**config.mk**
```make
export PLATFORM = sky130hd
export DESIGN_NAME = ixc_sample_queue
export DESIGN_NICKNAME = d
export VERILOG_FILES = /design/src/rtl/ixc_sample_queue.sv
export SDC_FILE = /design/constraint.sdc
export NUM_CORES = 1
export LEC_CHECK = 0
export ABC_CLOCK_PERIOD_IN_PS = 3100
export CAP_MARGIN = 20
export CELL_PAD_IN_SITES_DETAIL_PLACEMENT = 1
export CELL_PAD_IN_SITES_GLOBAL_PLACEMENT = 1
export CORE_UTILIZATION = 40
export DETAILED_ROUTE_END_ITERATION = 8
export GPL_ROUTABILITY_DRIVEN = 0
export PLACE_DENSITY_LB_ADDON = 0.1
export SYNTH_ARGS = -nofsm -noshare
export SYNTH_HDL_FRONTEND = slang
export SYNTH_SLANG_ARGS = --single-unit
```
**constraint.sdc**
```tcl
create_clock -name clk -period 3.1 [get_ports clk]
set_clock_uncertainty 0.15 [all_clocks]
set_input_delay 0.31 -clock clk [delete_from_list [all_inputs] [get_ports clk]]
set_output_delay 0.31 -clock clk [all_outputs]
set_load 0.02 [all_outputs]
```
**src/rtl/ixc_sample_queue.sv**
```systemverilog
// Sample capture queue: strict FIFO of sampled values with sticky overflow and saturating drop count.
// Optional macro IXC_SAMPLE_QUEUE_SEQ_EN adds an 8-bit sequence tag per entry, presented on out_seq.
module ixc_sample_queue #(
   parameter int WIDTH = 8,
   parameter int DEPTH = 4
) (
   input  logic                     clk,
   input  logic                     rst,
   input  logic                     do_sample,
   input  logic [WIDTH-1:0]         sv,
   output logic                     out_valid,
   input  logic                     out_ready,
   output logic [WIDTH-1:0]         out_data,
   output logic [7:0]               out_seq,
   output logic [$clog2(DEPTH):0]   count,
   output logic                     ovf,
   output logic [7:0]               drop_cnt,
   input  logic                     ovf_clr
);
   localparam int AW = $clog2(DEPTH);
   localparam logic [AW:0] C_FULL = (AW+1)'(DEPTH);
   localparam logic [AW:0] C_ONE  = (AW+1)'(1);

   typedef enum logic [1:0] {S_EMPTY, S_PARTIAL, S_FULL} state_t;

   state_t            r_state, w_state_next;
   logic [WIDTH-1:0]  r_mem [DEPTH];
   logic [AW-1:0]     r_wr_ptr, r_rd_ptr, w_rd_ptr_inc;
   logic [AW:0]       r_count, w_count_next;
   logic [WIDTH-1:0]  r_head_data, w_head_data_next;
   logic              r_ovf;
   logic [7:0]        r_drop_cnt;
   logic              w_full, w_pop, w_push, w_drop;
   logic              w_head_load, w_head_from_sv;

   assign out_valid    = (r_state != S_EMPTY);
   assign w_full       = (r_count == C_FULL);
   assign w_pop        = out_valid & out_ready;
   assign w_push       = do_sample & (~w_full | w_pop);
   assign w_drop       = do_sample & w_full & ~w_pop;
   assign w_rd_ptr_inc = r_rd_ptr + AW'(1);
   assign w_count_next = r_count + (AW+1)'(w_push) - (AW+1)'(w_pop);

   // The head register must already hold the next entry when the pop edge retires the current one;
   // it comes from sv whenever the queue would otherwise be empty after this cycle.
   always_comb begin
      w_head_load    = 1'b0;
      w_head_from_sv = 1'b0;
      if (w_pop && (r_count != C_ONE)) begin
         w_head_load = 1'b1;
      end else if (w_push && ((r_count == '0) || w_pop)) begin
         w_head_load    = 1'b1;
         w_head_from_sv = 1'b1;
      end
   end

   assign w_head_data_next = w_head_from_sv ? sv : r_mem[w_rd_ptr_inc];

   always_ff @(posedge clk) begin
      if (!rst && w_push) begin
         r_mem[r_wr_ptr] <= sv;
      end
   end

   always_ff @(posedge clk) begin
      if (rst) begin
         r_wr_ptr    <= '0;
         r_rd_ptr    <= '0;
         r_count     <= '0;
         r_head_data <= '0;
         r_ovf       <= 1'b0;
         r_drop_cnt  <= '0;
      end else begin
         if (w_push) r_wr_ptr <= r_wr_ptr + AW'(1);
         if (w_pop)  r_rd_ptr <= w_rd_ptr_inc;
         r_count <= w_count_next;
         if (w_head_load) r_head_data <= w_head_data_next;
         // A drop coinciding with a clear counts as the first drop after the clear.
         if (w_drop) begin
            r_ovf      <= 1'b1;
            r_drop_cnt <= ovf_clr ? 8'd1 : ((r_drop_cnt == 8'hFF) ? 8'hFF : r_drop_cnt + 8'd1);
         end else if (ovf_clr) begin
            r_ovf      <= 1'b0;
            r_drop_cnt <= '0;
         end
      end
   end

   always_ff @(posedge clk) begin
      if (rst) r_state <= S_EMPTY;
      else     r_state <= w_state_next;
   end

   always_comb begin
      w_state_next = r_state;
      case (r_state)
         S_EMPTY:   if (w_push) w_state_next = S_PARTIAL;
         S_PARTIAL: begin
            if (w_count_next == '0)         w_state_next = S_EMPTY;
            else if (w_count_next == C_FULL) w_state_next = S_FULL;
         end
         S_FULL:    if (w_pop && !w_push) w_state_next = S_PARTIAL;
         default:   w_state_next = S_EMPTY;
      endcase
   end

`ifdef IXC_SAMPLE_QUEUE_SEQ_EN
   logic [7:0] r_seq_cnt;
   logic [7:0] r_seq_mem [DEPTH];
   logic [7:0] r_head_seq;
   logic [7:0] w_head_seq_next;

   assign w_head_seq_next = w_head_from_sv ? r_seq_cnt : r_seq_mem[w_rd_ptr_inc];

   always_ff @(posedge clk) begin
      if (!rst && w_push) begin
         r_seq_mem[r_wr_ptr] <= r_seq_cnt;
      end
   end

   // Dropped pulses still consume a tag so the consumer can see gaps.
   always_ff @(posedge clk) begin
      if (rst) begin
         r_seq_cnt  <= '0;
         r_head_seq <= '0;
      end else begin
         if (do_sample)   r_seq_cnt  <= r_seq_cnt + 8'd1;
         if (w_head_load) r_head_seq <= w_head_seq_next;
      end
   end

   assign out_seq = r_head_seq;
`else
   assign out_seq = '0;
`endif

   assign out_data = r_head_data;
   assign count    = r_count;
   assign ovf      = r_ovf;
   assign drop_cnt = r_drop_cnt;
endmodule

```
; After elaboration in Yosys (flattened, before gate mapping)
; Memories as Yosys holds them, arrays and structs flattened.
; Index checks and enable logic that the tools add are counted.
[word_totals]
ram_bits = 32
wordCells = 59
mem_count = 1
reg_bits = 26
inputBits = 13
[classes]
addsub = 5
mux = 17
n_eq_ne = 9
reduce_logical = 13
bitwise_logic = 7
[memory_table]
columns = memory, words, width, rd, rd_ports_with_merged_regs, wr, line
row1 = r_mem, 4, 8, 1, 0, 1, 27  ; logic [WIDTH-1:0] r_mem [DEPTH];
[ops]
columns = op, n
row1 = $mux W8, 5
row2 = $add A8 B1 Y8 const B, 1
row3 = $eq A8 B8 Y1 const B, 1
row4 = $mux W2, 4
row5 = $mux W1, 7
row6 = $eq A3 B3 Y1 const B, 2
row7 = $logic_not A3 Y1, 2
row8 = $pmux W2 S3, 1
row9 = $add A2 B1 Y2 const B, 2
row10 = $and A1 B1 Y1, 4
row11 = $logic_and A1 B1 Y1, 4
row12 = $ne A2 B2 Y1 const B, 2
row13 = $reduce_bool A2 Y1, 2
row14 = $add A3 B1 Y3, 1
row15 = $ne A3 B1 Y1 const B, 1
row16 = $ne A3 B3 Y1 const B, 1
row17 = $reduce_and A3 Y1, 1
row18 = $sub A3 B1 Y3, 1
row19 = $eq A2 B1 Y1 const B, 1
row20 = $eq A2 B2 Y1 const B, 1
row21 = $logic_not A1 Y1, 2
row22 = $logic_not A2 Y1, 1
row23 = $not A1 Y1, 2
row24 = $logic_or A1 B1 Y1, 1
row25 = $or A1 B1 Y1, 1

; Logic depth before layout (Yosys ltp)
[logic_depth]
ltp_word = 10
depth_mapped = 12

; Worst setup path after synthesis
; OpenSTA, ideal clock, no wires.
[synth_path]
kind = register to register
start = reg r_count[0], in the netlist count[0]
end = reg r_state[1]
setup_slack_ns = 0.436
n_path_buf = 1
required_ns = 2.829
synth_period_minus_slack_ns = 2.664
arrival_time_ns = 2.394
path_stages_with_launch = 13
setup_time_ns = 0.121
path_cell_list = dfxtp_1 buf_4 nor2b_1 nand3_1 nand2_1 ha_1 inv_1 ha_1 fa_1 xnor2_1 xnor2_1 nor3_1 mux2_2
[synth_via]
elab_chain_cells = 9
word_cells_on_any_way = 16
[synth_lines]
columns = item, line
row1 = start: declaration, 29  ; logic [AW:0] r_count, w_count_next;
row2 = start signal: assignment, 76  ; r_count <= w_count_next;
row3 = $eq A3 B3 Y1, 37  ; assign w_full = (r_count == C_FULL);
row4 = $not A1 Y1, 39  ; assign w_push = do_sample & (~w_full | w_pop);
row5 = $or A1 B1 Y1, 39
row6 = $and A1 B1 Y1, 39
row7 = $add A3 B1 Y3, 42  ; assign w_count_next = r_count + (AW+1)'(w_push) - (AW+1)'(w_pop);
row8 = $sub A3 B1 Y3, 42
row9 = $eq A3 B3 Y1 / $logic_not A3 Y1 (equally long branches), "100, 99"
row10 = $ne A3 B3 Y1 (no line) / $mux W2 (equally long branches), -
row11 = $reduce_and A3 Y1 (no line) / $pmux W2 S3 (equally long branches), -
row12 = end signal: assignment, 91  ; else r_state <= w_state_next;
row13 = end: declaration, 26  ; state_t r_state, w_state_next;
; Parallel ways exist; a longest one is shown, timed or not.
; A chain may end at the register's enable or synchronous reset.

; Worst setup path after layout
[layout_path]
start = reg r_count[0], in the netlist count[0]
end = reg r_state[1]
[layout_via]
elab_chain_cells = 9
word_cells_on_any_way = 16
[layout_lines]
columns = item, line
row1 = $eq A3 B3 Y1, 37
row2 = $not A1 Y1, 39
row3 = $or A1 B1 Y1, 39
row4 = $and A1 B1 Y1, 39
row5 = $add A3 B1 Y3 (*), 42
row6 = $sub A3 B1 Y3 (*), 42
row7 = net w_count_next[1], 29
row8 = $eq A3 B3 Y1 / $logic_not A3 Y1 (equally long branches), "100, 99"
row9 = $ne A3 B3 Y1 (no line) / $mux W2 (equally long branches), -
row10 = $reduce_and A3 Y1 (no line) / $pmux W2 S3 (equally long branches), -
; The timed path passes the listed nets; every way through them passes the cells marked *.

==> metrics.md <==
| Metric | Value |
|---|---|
| GRT Residual Overflow | 0 |
| Final setup viols | 0 |
| Sequential fraction of the synthesis area | 56.9% |
| Setup_tns | 0 ns |
| Rel. slew slack | 59.8% |
| Max-cap violation count | 0 |
| Clk sinks | 58 |
| Arrival @ worst endpoint | 2.77 ns |
| Root Buffer | clkbuf_8 |
| YS warnings | 0 |
| Hold Path Stages | 2 |
| Die area | 6840 µm² |
| Synth unique cells | 44 |
| CTS resizes | 0 |
| Critical path's slowest cell | dfxtp_1 |
| Clk_lat worst skew | 0.33 ns |
| GRT Util Overall | 17.6% |
| Via/cell ratio | 5.15 |
| Status | completed |
| Final WS setup | 0.398 ns |
| Cells after synthesis | 208 |
| Crit path top cell by count | ha_1 |
| Critical path type | register to register |
| Drc violations | 0 |
| CP bufs+invs | 1 |
| Synth Register Bits | 58 |
| XOR/XNOR Fraction of Synth Area | 2.02% |
| Antenna Nets Post-Route | 0 |
| Reg2reg end | r_state[1]$_SDFFE_PP0P_ |
| FMAX | 0.370 GHz |
| Reg-to-reg slack, setup | 0.40 ns |
| Syn-to-layout area delta | 20.6% |
| FILL cells | 685 |
| Cts hold-fix bufs | 0 |
| Top post-synthesis cells by area | edfxtp_1 (37%), dfxtp_1 (20%), mux4_2 (5.2%) |
| Largest family of logic cells by synthesized area | simple AND/OR/NAND/NOR gates |
| Reg2Reg Depth | 11 |
| Power Dens Cells | 777 nW/µm² |
| Min-Delay Endpoint | out_data[1]$_SDFFE_PP0P_ |
| Tmin final | 2.70 ns |
| Via count | 1,693 |
| CTS buffer count | 9 |
| Worst-path fanout max | 10 |
| Share of cells above drive strength 1 | 12.7% |
| Lkg Pwr | 1.11 nW |
| Top-count cell post-synth | edfxtp_1 |
| Worst slew pin tran | 0.602 ns |
| Max incr delay on CP | 0.54 ns |
| Final Hold Vio Count | 0 |
| # diodes | 0 |
| Worst r2r src | count[0]$_SDFF_PP0_ |
| CP Data Required Time | 3.17 ns |
| Worst Hold Class | register to register |
| First-pass GRT wire length | 8320 µm |
| Worst path top cell family by delay | adder cells |
| Starting Density | 41.3% |
| Core Box Area | 6310 µm² |
| Std cell rows | 29 |
| Final Cycle Share | 87.2% |
| Total Nets Final | 268 |
| Post-CTS setup buffer count | 0 |
| Synthesized cell area | 2600 µm² |
| Detail Placement HPWL | 3640 µm |
| Routed len/inst | 15.9 µm |
| Post-synthesis mux area share | 8.79% |
| Yosys top cell by area | edfxtp_1 |
| Num ports | 42 |
| Adder-Cell Fraction of Synth Area | 4.13% |
| Hold Path Origin | out_data[1]$_SDFFE_PP0P_ |
| Largest net degree at the start of global routing | 23 |
| Max VDD drop | 0.398 mV |
| Post-synth EDFFs | 32 |
| Simple-gate area share of the yosys netlist | 13.3% |
| Syn Area/Cell | 12.5 µm² |
| Slew Viols, Final | 0 |
| Post-synth top cells | edfxtp_1 (32), dfxtp_1 (26), nor2_1 (20), nand2_1 (15), buf_4 (10) |
| Die Ht | 82.7 µm |
| H-tree level count | 3 |
| Worst Setup End Kind | register |
| Die Wd | 82.7 µm |
| Initial antenna violation count | 0 |
| Max clock buf depth | 2 |
| Async set-reset flop share out of synthesis | 0% |
| RSZ-0062 raised after global routing | false |
| CTS tree | yes |
| Port Buffer Count | 33 |
| Post-Route WL | 5240 µm |
| Synth Area in Compound Gates | 8.55% |
| Clock Pin Slew Worst Setup and Hold Paths | 0.06 ns |
| DR iter-0 viols | 36 |
| DR pass1 iterations | 4 |
| Cells along the critical path | nor2b_1, nand3_1, nand2_1, ha_1, inv_1, ha_1, fa_1, nor2_1, o21ai_0, nor3_1, mux2_2 |
| Dpl ws | 0.104 ns |
| Critical Path Start Type | register |
| Synth Flop Type | edfxtp_1 |
| Post-synth top area share | 36.9% |
| Via count of the first global-routing pass | 1,644 |
-- worst register-to-register path: stages, from the launching register on --
cell and delay, ns:
dfxtp_1 0.54, nor2b_1 0.14, nand3_1 0.10, nand2_1 0.08, ha_1 0.28, inv_1 0.04, ha_1 0.18, fa_1 0.49
nor2_1 0.05, o21ai_0 0.21, nor3_1 0.09, mux2_2 0.26
-- state kept, by name, indices dropped and copies added, names as in the netlist --
name and cells:
count 3, drop_cnt 8, out_data 8, ovf 1, r_mem 32, r_rd_ptr 2, r_state 2, r_wr_ptr 2
-- area by class of cell --
| class | count | area, µm² | share of cell area (%) |
|---|---|---|---|
| flip-flops and latches | 58 | 1480 | 47.2 |
| inverters | 10 | 40.0 | 1.27 |
| well taps | 77 | 96.3 | 3.07 |
| repair buffers | 36 | 353 | 11.2 |
| clock inverters | 7 | 60.1 | 1.91 |
| clock buffers | 9 | 124 | 3.94 |
| multi-input cells | 132 | 987 | 31.4 |
-- routing by layer --
layer	vias up	share of wire [%]	track usage (%)	wire, µm
met5	-	0	0	0
met4	0	1.4	7.24	74
met3	8	4.0	5.82	212
met2	35	48	28.6	2500
met1	821	47	21.4	2450
li1	829	-	-	-
-- power by group --
part | internal (mW) | switching (mW)
clock network | 0.361 | 0.292
logic | 0.346 | 0.410
registers | 0.919 | 0.114
-- kinds of logic (layout without fill, tap and decap cells) --
group / after synthesis / in the layout
XOR/XNOR: 6 / 6
AO/OA/AOI/OAI: 30 / 30
multiplexers: 12 / 12
AND/OR/NAND/NOR: 68 / 68
buffers and inverters: 25 / 62
other: 1 / 8
adder cells (fa/ha/maj): 8 / 8
flip-flops: 58 / 58
-- how the worst max path moves through the flow --
stage                                   start                       to  cells past startpoint
final                     count[0]$_SDFF_PP0_  r_state[1]$_SDFFE_PP0P_                     11
after global routing      count[0]$_SDFF_PP0_  r_state[1]$_SDFFE_PP0P_                     11
after CTS                 count[0]$_SDFF_PP0_  r_state[1]$_SDFFE_PP0P_                     11
after detailed placement            out_ready  r_state[1]$_SDFFE_PP0P_                     12
after global placement              out_ready  r_state[1]$_SDFFE_PP0P_                     12
after floorplan           count[0]$_SDFF_PP0_  r_state[1]$_SDFFE_PP0P_                     12
-- layout by cell type (no fill, tap or decap), drive strengths merged, types with 4 or more instances in the layout --
master         netlist  final
a21oi                7      7
nand4                5      5
conb                 1      8
xnor2                5      5
o21ai                5      5
clkinv               0      6
clkbuf               3      9
nor2b                4      4
edfxtp              32     32
and2                 5      5
clkdlybuf4s50        0     33
nor2                21     21
a211oi               5      5
ha                   7      7
dfxtp               26     26
nand2               15     15
nor3                 7      7
inv                 10     10
mux4                 8      8
o22ai                4      4
-- stage by stage --
step / std cells / power, mW / utilization [%] / cell area, µm² / hold slack [ns]
2_1_floorplan: 215 / 1.55 / - / 2630 / 0.259
3_3_place_gp: 313 / 1.80 / 46.8 / 2960 / 0.298
3_5_place_dp: 313 / 1.82 / 46.8 / 2960 / 0.321
4_1_cts: 329 / 2.48 / 49.8 / 3140 / 0.331
5_1_grt: 329 / 2.60 / 49.8 / 3140 / 0.343
6_report: 329 / 2.44 / 49.8 / 3140 / 0.326
Power figures use the tool's default switching activity.
